`src/rtl/uart_pkg.sv`:
```
// Shared UART definitions: transmitter state encoding, default frame constants
// and the parity helper used by both directions of the link.
package uart_pkg;

    typedef enum logic [2:0] {
        IDLE   = 3'd0,
        START  = 3'd1,
        DATA   = 3'd2,
        PARITY = 3'd3,
        STOP   = 3'd4
    } tx_state_t;

    localparam int DATA_BITS_DEF     = 8;
    localparam int TICKS_PER_BIT_DEF = 16;
    localparam int MAX_DATA_BITS     = 8;

    // Narrower words are passed zero-extended; the padding does not change the XOR.
    function automatic logic calc_parity(input logic [MAX_DATA_BITS-1:0] data,
                                         input logic                     odd);
        return (^data) ^ odd;
    endfunction

endpackage

```
`src/rtl/uart_transmitter.sv`:
```
// UART transmitter: one-entry holding register in front of a start/data/parity/stop
// serialiser paced by the shared baud oversampling Tick.
module uart_transmitter
    import uart_pkg::*;
#(
    parameter int DATA_BITS      = DATA_BITS_DEF,
    parameter int TICKS_PER_BIT  = TICKS_PER_BIT_DEF,
    parameter int STOP_BIT_TICKS = 16,
    parameter int PARITY_EN      = 0,
    parameter int PARITY_ODD     = 0
) (
    input  logic                 Clock,
    input  logic                 ResetN,
    input  logic                 Tick,
    input  logic                 TxValid,
    input  logic [DATA_BITS-1:0] TxData,
    output logic                 TxReady,
    output logic                 Tx,
    output logic                 TxBusy,
    output logic                 TxDone
);

    localparam int MAX_TICKS = (TICKS_PER_BIT > STOP_BIT_TICKS) ? TICKS_PER_BIT : STOP_BIT_TICKS;
    localparam int TICK_W    = (MAX_TICKS > 1) ? $clog2(MAX_TICKS) : 1;
    localparam int BIT_W     = (DATA_BITS > 1) ? $clog2(DATA_BITS) : 1;

    localparam logic [TICK_W-1:0] BIT_LAST  = TICK_W'(TICKS_PER_BIT - 1);
    localparam logic [TICK_W-1:0] STOP_LAST = TICK_W'(STOP_BIT_TICKS - 1);
    localparam logic [BIT_W-1:0]  DATA_LAST = BIT_W'(DATA_BITS - 1);
    localparam logic              ODD_SEL   = (PARITY_ODD != 0);

    tx_state_t              stateReg;
    logic                   txReg;
    logic                   txDoneReg;
    logic                   bufFullReg;
    logic [DATA_BITS-1:0]   bufReg;
    logic [DATA_BITS-1:0]   shiftReg;
    logic                   parityReg;
    logic [TICK_W-1:0]      tickCnt;
    logic [BIT_W-1:0]       bitCnt;

    logic [MAX_DATA_BITS-1:0] bufPadded;
    logic                     bufParity;
    logic                     stopEnd;
    logic                     loadNow;

    always_comb begin
        bufPadded                = '0;
        bufPadded[DATA_BITS-1:0] = bufReg;
    end

    assign bufParity = calc_parity(bufPadded, ODD_SEL);

    // A finished stop period with a queued byte reloads on the same edge, so frames abut.
    assign stopEnd = (stateReg == STOP) && Tick && (tickCnt == STOP_LAST);
    assign loadNow = bufFullReg && ((stateReg == IDLE) || stopEnd);

    always_ff @(posedge Clock or negedge ResetN) begin
        if (!ResetN) begin
            stateReg   <= IDLE;
            txReg      <= 1'b1;
            txDoneReg  <= 1'b0;
            bufFullReg <= 1'b0;
            bufReg     <= '0;
            shiftReg   <= '0;
            parityReg  <= 1'b0;
            tickCnt    <= '0;
            bitCnt     <= '0;
        end else begin
            txDoneReg <= 1'b0;

            if (TxValid && !bufFullReg) begin
                bufReg     <= TxData;
                bufFullReg <= 1'b1;
            end

            case (stateReg)
                IDLE: begin
                    txReg   <= 1'b1;
                    tickCnt <= '0;
                    bitCnt  <= '0;
                end

                START: begin
                    if (Tick) begin
                        if (tickCnt == BIT_LAST) begin
                            tickCnt  <= '0;
                            txReg    <= shiftReg[0];
                            stateReg <= DATA;
                        end else begin
                            tickCnt <= tickCnt + 1'b1;
                        end
                    end
                end

                DATA: begin
                    if (Tick) begin
                        if (tickCnt == BIT_LAST) begin
                            tickCnt <= '0;
                            if (bitCnt == DATA_LAST) begin
                                if (PARITY_EN != 0) begin
                                    txReg    <= parityReg;
                                    stateReg <= PARITY;
                                end else begin
                                    txReg    <= 1'b1;
                                    stateReg <= STOP;
                                end
                            end else begin
                                shiftReg <= shiftReg >> 1;
                                txReg    <= shiftReg[1];
                                bitCnt   <= bitCnt + 1'b1;
                            end
                        end else begin
                            tickCnt <= tickCnt + 1'b1;
                        end
                    end
                end

                PARITY: begin
                    if (Tick) begin
                        if (tickCnt == BIT_LAST) begin
                            tickCnt  <= '0;
                            txReg    <= 1'b1;
                            stateReg <= STOP;
                        end else begin
                            tickCnt <= tickCnt + 1'b1;
                        end
                    end
                end

                STOP: begin
                    if (Tick) begin
                        if (tickCnt == STOP_LAST) begin
                            tickCnt   <= '0;
                            txDoneReg <= 1'b1;
                            txReg     <= 1'b1;
                            stateReg  <= IDLE;
                        end else begin
                            tickCnt <= tickCnt + 1'b1;
                        end
                    end
                end

                default: begin
                    stateReg <= IDLE;
                    txReg    <= 1'b1;
                    tickCnt  <= '0;
                    bitCnt   <= '0;
                end
            endcase

            // Load overrides the per-state updates; the Tick on this edge is not counted.
            if (loadNow) begin
                shiftReg   <= bufReg;
                parityReg  <= bufParity;
                bufFullReg <= 1'b0;
                txReg      <= 1'b0;
                tickCnt    <= '0;
                bitCnt     <= '0;
                stateReg   <= START;
            end
        end
    end

    assign Tx      = txReg;
    assign TxReady = !bufFullReg;
    assign TxBusy  = (stateReg != IDLE);
    assign TxDone  = txDoneReg;

endmodule

```
`config.mk`:
```
export PLATFORM = sky130hd
export DESIGN_NAME = uart_transmitter
export DESIGN_NICKNAME = d
export VERILOG_FILES = /design/src/rtl/uart_pkg.sv /design/src/rtl/uart_transmitter.sv
export SDC_FILE = /design/constraint.sdc
export NUM_CORES = 1
export LEC_CHECK = 0
export BUFFER_PORTS_ARGS = -buffer_cell sky130_fd_sc_hd__buf_2
export CAP_MARGIN = 30
export CORE_UTILIZATION = 35
export DETAILED_ROUTE_END_ITERATION = 8
export PLACE_DENSITY = 0.59
export SYNTH_ARGS = -nofsm -noshare
export SYNTH_HDL_FRONTEND = slang
export SYNTH_SLANG_ARGS = --single-unit
```
`constraint.sdc`:
```
create_clock -name Clock -period 1.94 [get_ports Clock]
set_clock_uncertainty 0.05 [all_clocks]
set_input_delay 0.194 -clock Clock [delete_from_list [all_inputs] [get_ports Clock]]
set_output_delay 0.194 -clock Clock [all_outputs]
set_load 0.02 [all_outputs]
```
Word-level counts from Yosys, hierarchy flattened
Cells that the tools add are included.
W data, S select, Z words.
{ "op_classes": {"n_eq_ne": 22, "n_reduce_logical": 19, "mux": 39, "add_sub_neg": 2} }
{ "ops": {"columns": ["cell", "n"], "rows": [
  ["$mux W3", 14],
  ["$mux W8", 5],
  ["$ne A3 B3 Y1 const B", 9],
  ["$mux W4", 4],
  ["$pmux W3 S5", 1],
  ["$mux W1", 13],
  ["$reduce_and A10 Y1", 1],
  ["$ne A3 B1 Y1 const B", 3],
  ["$reduce_and A4 Y1", 2],
  ["$reduce_bool A2 Y1", 4],
  ["$eq A3 B2 Y1 const B", 2],
  ["$eq A3 B3 Y1 const B", 2],
  ["$pmux W3 S2", 1],
  ["$reduce_and A6 Y1", 1],
  ["$add A4 B1 Y4 const B", 1],
  ["$eq A4 B4 Y1 const B", 1],
  ["$logic_and A1 B1 Y1", 4],
  ["$ne A2 B2 Y1 const B", 2],
  ["$reduce_or A4 Y1", 1],
  ["$add A3 B1 Y3 const B", 1],
  ["$eq A3 B1 Y1 const B", 1],
  ["$logic_not A3 Y1", 1],
  ["$ne A3 B2 Y1 const B", 1],
  ["$pmux W1 S3", 1],
  ["other kinds (6)", 6]
]} }
{ "totals": {"input_bits": 12, "regBits": 29, "word_cells": 90, "output_inout_bits": 4} }

Longest topological paths before layout
Gate-level depths: netlist of run 1.
{ "logic_depth": {"depth_word": 7, "mapped_depth": 7, "ltp_nobuf": 6} }

Worst setup path after synthesis of run 1
OpenSTA, ideal clock, no wires.
{ "synth_timing": {"kind": "reg2reg", "start": "register bitCnt[0]", "end": "register shiftReg[1]", "period_less_slack_ns": 1.652, "t_required_ns": 1.767, "setup_ns": 0.123, "path_stages_with_launch": 8, "n_path_buf": 1, "path_slack_ns": 0.288, "arrival_time_ns": 1.479, "path_cell_list": "dfrtp_1 ha_1 ha_1 nor2_1 nand4_4 buf_6 mux2i_1 a21oi_1"} }
{ "synth_via": {"elab_chain_cells": 3} }
{ "synth_rtl": {"columns": ["element", "line_no", "rtl"], "rows": [
  ["start: declaration", "uart_transmitter.sv:40", "logic [BIT_W-1:0] bitCnt;"],
  ["start signal: assignment", "uart_transmitter.sv:111", "bitCnt <= bitCnt + 1'b1;"],
  ["$eq A3 B3 Y1", "uart_transmitter.sv:100", "if (bitCnt == DATA_LAST) begin"],
  ["$ne A2 B2 Y1 (no line)", null, null],
  ["$reduce_and A4 Y1 (no line)", null, null],
  ["end signal: assignment", "uart_transmitter.sv:109", "shiftReg <= shiftReg >> 1;"],
  ["end signal: assignment", "uart_transmitter.sv:154", "shiftReg <= bufReg;"],
  ["end: declaration", "uart_transmitter.sv:37", "logic [DATA_BITS-1:0] shiftReg;"]
]} }
No other way between the ends.
A chain may end at the register's enable or synchronous reset.

Final worst setup path of run 1
{ "layout_timing": {"start": "register tickCnt[0]", "end": "register shiftReg[3]"} }
{ "layout_via": {"elab_chain_cells": 6, "word_cells_on_any_way": 10, "cone_classes": "eq/ne (2); mux (1); reduce/logical (7)"} }
{ "layout_rtl": {"columns": ["element", "line_no", "rtl"], "rows": [
  ["start: declaration", "uart_transmitter.sv:39", "logic [TICK_W-1:0] tickCnt;"],
  ["start signal: assignment", "uart_transmitter.sv:91", "tickCnt <= tickCnt + 1'b1;"],
  ["start signal: assignment", "uart_transmitter.sv:114", "tickCnt <= tickCnt + 1'b1;"],
  ["start signal: assignment", "uart_transmitter.sv:126", "tickCnt <= tickCnt + 1'b1;"],
  ["$eq A4 B4 Y1 *", "uart_transmitter.sv:55, uart_transmitter.sv:98", null],
  ["$logic_and A1 B1 Y1", "uart_transmitter.sv:55", "assign stopEnd = (stateReg == STOP) && Tick && (tickCnt == STOP_LAST);"],
  ["$logic_or A1 B1 Y1", "uart_transmitter.sv:56", "assign loadNow = bufFullReg && ((stateReg == IDLE) || stopEnd);"],
  ["$logic_and A1 B1 Y1", "uart_transmitter.sv:56", null],
  ["$ne A2 B2 Y1 (no line) / $reduce_bool A2 Y1 (equally long branches)", null, null],
  ["$reduce_and A4 Y1 (no line)", null, null]
]} }
Every way passes the cells marked *; elsewhere a longest branch is shown, timed or not.

==> results.yml, run 1 <==
layout:
  layout_common_cells: "28 x dfrtp_1, 15 x buf_2, 11 x nor2_1, 11 x a21oi_1"
  fillers: 375
  final_cells: 192
  layout_commonest_cell: "dfrtp_1"
  final_util_pct: 43.76
  final_cell_area_mm2: 0.001650
  multi_input_area_um2: 596.8
  area_growth_pct: 16.52
  drive_gt1_share_pct: 27.08
  nNetsFinal: 158
  layout.area.seq_um2: 726.9
  num_antenna_cells: 0
worst_hold_path:
  hp-class: "in2reg"
  min_to: "bufPadded[6]$_DFFE_PN0P_"
  whs_path_depth: 2
  holdCritStartpoint: "TxData[6]"
timing:
  rsz0062_at_grt: "no"
  finalCritPeriodShare_pct: 93.85
  setup_viol: 0
  worstMarginPinSlew_ns: 0.6249
  relSlewSlack_pct: 58.34
  maxSlewViolCount: 0
  whs_ns: 0.07322
  fmax_ghz: 0.5493
  finalHoldViolCount: 0
  timing.final.ws_setup_ns: 0.1194
  setup-tns-final_ns: 0
  post-route-min-period_ns: 1.821
clocking:
  numCtsBuffers: 5
  path_clk_slew_ns: 0.06
  h-tree-depth: 2
  clkLatencyLatePin_ns: 0.28
  cts_root_buffer: "clkbuf_8"
  clk_path_buf_depth: 2
  cts_tree: "built"
  clock_sinks: 29
floorplanning:
  die_area_mm2: 0.004305
  die-width_um: 65.62
  die_h_um: 65.62
  placementRows: 22
  initial_core_util_pct: 37.56
  coreArea_mm2: 0.003771
  boundaryPins: 16
worst_setup_path:
  path_buf_inv: 1
  cp.required_ns: 2.09
  slowest_delay_ns: 0.43
  worstReg2RegEnd: "shiftReg[3]$_DFFE_PN0P_"
  reg2reg_setup_slack_ns: 0.12
  slowest_stage: "dfrtp_1"
  cp-end-kind: "flip-flop"
  worstPathMaxFanout: 17
  critical_path.cell_chain: "ha_1 > and4_2 > o211ai_4 > buf_12 > o22ai_1 > a31oi_1"
  reg2reg_depth: 6
  critPathTopFamily: "compound AO/OA/AOI/OAI gates"
  reg2reg_from: "tickCnt[0]$_DFFE_PN0P_"
  cp.arrival_ns: 1.97
  worstSetupStartpointType: "flip-flop"
  crit_type: "reg2reg"
synth:
  syn_nets: 140
  synth_edf_count: 0
  syn_inst: 125
  async_flop_share_pct: 100.0
  synthesis.area_mm2: 0.001416
  ys.flop_type: "dfrtp_1"
  yosysSeqAreaShare_pct: 51.33
  avgSynthCellArea_um2: 11.33
  synth_seq_cells: 29
  yosysWarnings: 0
  synth_cell_types: 38
global_routing:
  grt_max_degree: 30
  antenna_found_initial: 0
  grt-ovfl-total: 0
  grt_pass1_vias: 908
  grt_pass1_wl_mm: 4.153
  grtUsageTotal_pct: 13.70
drt:
  via_per_inst: 5.172
  drt-initial-drc-count: 60
  wl_per_cell_um: 12.95
  wirelength_mm: 2.486
  dr_total_vias: 993
  dr.pass1.iters: 4
  route.detailed.drc: 0
  final_antenna_net_count: 0
power_and_ir_drop:
  switching_power_uw: 791.6
  combPwrFrac_pct: 28.9
  p_total_mw: 2.407
  switching_share_pct: 32.88
  ir_drop_mv: 0.5952
  clkPwrFrac_pct: 26.9
  p_leak_nw: 0.7679
  p_int_mw: 1.616
  p_seq_share_pct: 44.2
  pwr_density_cell_mw_per_mm2: 1459
place:
  gp_congestion: 0.8422
  hpwlAfterDp_mm: 1.744
  dp_slack_ns: 0.02117
  place_area_mm2: 0.001496
  portBuffers: 15
  dp.cells: 182
flow_run:
  cap_viol_max_count: 0
run_status:
  status: "completed"
[logic make-up after synthesis]
kind of cell | Yosys count | share of synthesized area, %
simple gates | 30 | 11.84
xor+xnor | 1 | 0.6185
fa+ha+maj | 3 | 2.650
compound gates | 33 | 16.17
buf+inv | 15 | 6.801
mux | 14 | 10.60
flops | 29 | 51.33
[power by group through the flow]
| stage | Clock (mW) | Sequential (mW) | Combinational [mW] |
|---|---|---|---|
| floorplan | 0 | 0.995 | 0.590 |
| global placement | 0 | 1.05 | 0.636 |
| detailed placement | 0 | 1.07 | 0.659 |
| CTS | 0.672 | 1.06 | 0.663 |
| global route | 0.702 | 1.09 | 0.784 |
| finish | 0.648 | 1.06 | 0.696 |
[layer usage]
layer	GRT usage (%)	vias up	routed length [um]	part of all wire, %
met5	0	-	0	0
met4	9.783	0	65	2.6
met3	4.688	7	129	5.2
met2	19.97	28	1144	46
met1	16.74	472	1146	46
li1	-	486	-	-
[worst max path at each step]
stage	endpoint	slack (ns)	depth (start not counted)	startpoint
floorplan	shiftReg[1]$_DFFE_PN0P_	0.29	7	bitCnt[0]$_DFFE_PN0P_
global placement	shiftReg[6]$_DFFE_PN0P_	0.07	5	tickCnt[0]$_DFFE_PN0P_
detailed placement	shiftReg[3]$_DFFE_PN0P_	0.02	5	tickCnt[0]$_DFFE_PN0P_
CTS	shiftReg[3]$_DFFE_PN0P_	0.002	5	tickCnt[0]$_DFFE_PN0P_
global route	shiftReg[1]$_DFFE_PN0P_	0.02	5	tickCnt[0]$_DFFE_PN0P_
finish	shiftReg[3]$_DFFE_PN0P_	0.12	6	tickCnt[0]$_DFFE_PN0P_
[repair_timing]
action                                  in CTS  in global routing
endpoints found under the setup margin       0                 15
hold endpoints to repair                    28                  0
setup buffers                                0                  1
resized for setup                            0                  2
hold buffers                                 1                  0
[synth_stat cells (2+ instances only)]
master | instances | area, um^2
nor3_1 | 4 | 20.02
nand3_1 | 2 | 10.01
mux2_2 | 4 | 45.04
buf_2 | 2 | 10.01
a22o_1 | 2 | 17.52
inv_1 | 6 | 22.52
ha_1 | 3 | 37.54
mux2i_1 | 6 | 60.06
a31oi_1 | 4 | 25.02
nor2_1 | 12 | 45.04
dfrtp_1 | 28 | 700.7
mux2_1 | 4 | 45.04
o21ai_0 | 4 | 20.02
nand2_1 | 3 | 11.26
a21oi_1 | 11 | 55.05
o22ai_1 | 3 | 18.77
buf_6 | 5 | 56.30
o21a_1 | 2 | 15.01
[final cells by class]
class                           count  share of cell area (%)
Sequential cell                    29                   44.05
Multi-Input combinational cell     81                   36.16
Timing Repair Buffer               19                   7.278
Clock buffer                        6                   5.004
Tap cell                           48                   3.639
Clock inverter                      2                   2.274
Inverter                            7                   1.592
[state kept, by name, summed over array words and instances (netlist names)]
register    count
TxDone          1
bufFullReg      1
stateReg        3
shiftReg        8
bufPadded       8
tickCnt         4
bitCnt          3
Tx              1
No activity file was read; power rests on OpenSTA's default activity.
==> run 2, diff against run 1 <==
==> constraint.sdc (replaced) <==
create_clock -name Clock -period 1.94 [get_ports Clock]
set_clock_uncertainty 0.05 [all_clocks]
set_input_delay 0.097 -clock Clock [delete_from_list [all_inputs] [get_ports Clock]]
set_output_delay 0.097 -clock Clock [all_outputs]
set_load 0.02 [all_outputs]
==> run 2 against run 1 <==
Net effect: clock power barely moved; critical path depth did not move; die area did not move; sequential power barely moved; hold slack improved by 0.062 ns; first-iteration DRC count rose by 8.3%; combinational power rose by 2%; register-to-register slack improved by 0.02 ns; worst setup slack improved by 0.018 ns; largest power group unchanged; highest routed layer unchanged.
==> results.yml, run 2 (same netlist as run 1, synthesis figures left out) <==
run_status:
  status: "completed"
layout:
  nNetsFinal: 167
  num_antenna_cells: 0
  drive_gt1_share_pct: 25.49
  fillers: 368
  layout_commonest_cell: "dfrtp_1"
  layout_common_cells: "28 x dfrtp_1, 15 x buf_2, 11 x nor2_1, 11 x a21oi_1, 10 x dlygate4sd3_1"
  area_growth_pct: 22.88
  final_util_pct: 46.15
worst_setup_path:
  cp.required_ns: 2.09
  worstSetupStartpointType: "flip-flop"
  crit_type: "reg2reg"
  cp.arrival_ns: 1.95
  cp-end-kind: "flip-flop"
  worstPathMaxFanout: 17
place:
  hpwlAfterDp_mm: 1.744
  portBuffers: 15
  gp_congestion: 0.8422
drt:
  drt-initial-drc-count: 65
  wirelength_mm: 2.547
  dr_total_vias: 1020
  dr.pass1.iters: 4
  final_antenna_net_count: 0
  via_per_inst: 5.075
  route.detailed.drc: 0
  wl_per_cell_um: 12.67
global_routing:
  antenna_found_initial: 0
  grt_pass1_vias: 962
  grtUsageTotal_pct: 14.19
  grt_max_degree: 30
  grt-ovfl-total: 0
  grt_pass1_wl_mm: 4.326
floorplanning:
  initial_core_util_pct: 37.56
  placementRows: 22
  coreArea_mm2: 0.003771
  die_area_mm2: 0.004305
  die_h_um: 65.62
  boundaryPins: 16
  die-width_um: 65.62
timing:
  setup-tns-final_ns: 0
  post-route-min-period_ns: 1.803
  finalCritPeriodShare_pct: 92.93
  rsz0062_at_grt: "no"
  finalHoldViolCount: 0
  fmax_ghz: 0.5547
  relSlewSlack_pct: 58.15
  setup_viol: 0
  worstMarginPinSlew_ns: 0.6278
  maxSlewViolCount: 0
flow_run:
  cap_viol_max_count: 0
clocking:
  cts_tree: "built"
  clk_path_buf_depth: 2
  path_clk_slew_ns: 0.06
  h-tree-depth: 2
  numCtsBuffers: 5
  clock_sinks: 29
  clkLatencyLatePin_ns: 0.28
  cts_root_buffer: "clkbuf_8"
power_and_ir_drop:
  ir_drop_mv: 0.6017
  pwr_density_cell_mw_per_mm2: 1391
  p_leak_nw: 0.8055
worst_hold_path:
  hp-class: "in2reg"
[run 2: cell count changes in the layout (fill, tap and decap cells not counted)]
cell / previous run / this run
dlygate4sd3_1: 1 / 10
[run 2: critical path, stage by stage (launching register included)]
cell      delay, ns
dfrtp_1        0.42
ha_1           0.26
and4_2         0.34
o211ai_4       0.23
buf_12         0.17
o22ai_1        0.08
a31oi_1        0.16
[run 2: what timing repair did]
| action | in CTS | in global routing |
|---|---|---|
| setup buffers | 0 | 1 |
| hold buffers | 10 | 0 |
| hold endpoints to repair | 37 | 0 |
| setup endpoints to repair | 0 | 15 |
| resized for setup | 0 | 2 |
[run 2: per-stage QoR]
stage	power, mW	hold slack [ns]	cell area, um^2	worst slack [ns]	instances
final	2.420	0.1353	1740	0.1371	201
after global routing	2.597	0.1574	1740	0.02086	201
after CTS	2.408	0.1226	1717	0.001785	200
after detailed placement	1.729	0.1064	1496	0.02117	182
after global placement	1.690	0.1010	1496	0.06672	182
after floorplan	1.585	-0.2486	1416	0.2883	125
[run 2: worst paths after layout]
kind / cells past startpoint / startpoint / to / slack (ns)
setup / recovery: 6 / tickCnt[0]$_DFFE_PN0P_ / shiftReg[3]$_DFFE_PN0P_ / 0.14
hold / removal: 3 / Tick / tickCnt[1]$_DFFE_PN0P_ / 0.14
min in group asynchronous: 2 / ResetN / tickCnt[2]$_DFFE_PN0P_ / 0.31
hold reg to reg: 1 / bufPadded[4]$_DFFE_PN0P_ / bufPadded[4]$_DFFE_PN0P_ / 0.44
setup reg to reg: 6 / tickCnt[0]$_DFFE_PN0P_ / shiftReg[3]$_DFFE_PN0P_ / 0.14
max in group asynchronous: 2 / ResetN / TxDone$_DFF_PN0_ / 1.11
[run 2: power breakdown]
part	leakage (nW)	internal (mW)	switching [mW]
logic	0.401	0.354	0.355
registers	0.347	0.857	0.205
clock network	0.0574	0.417	0.232
[run 2: routing by layer]
layer,part of all wire [%],track usage [%],vias to the layer above
met3,4.0,4.688,7
met2,47,21.78,21
met1,46,16.63,488
met5,0,0,-
met4,2.6,9.783,0
li1,-,-,504
[run 2: layout make-up]
cell class / count / area (um^2) / share of cell area (%)
multi-input combinational: 81 / 596.8 / 34.29
tap: 48 / 60.06 / 3.451
timing repair buffer: 28 / 210.2 / 12.08
inverter: 7 / 26.28 / 1.510
clock buffer: 6 / 82.58 / 4.745
sequential: 29 / 726.9 / 41.77
clock inverter: 2 / 37.54 / 2.157
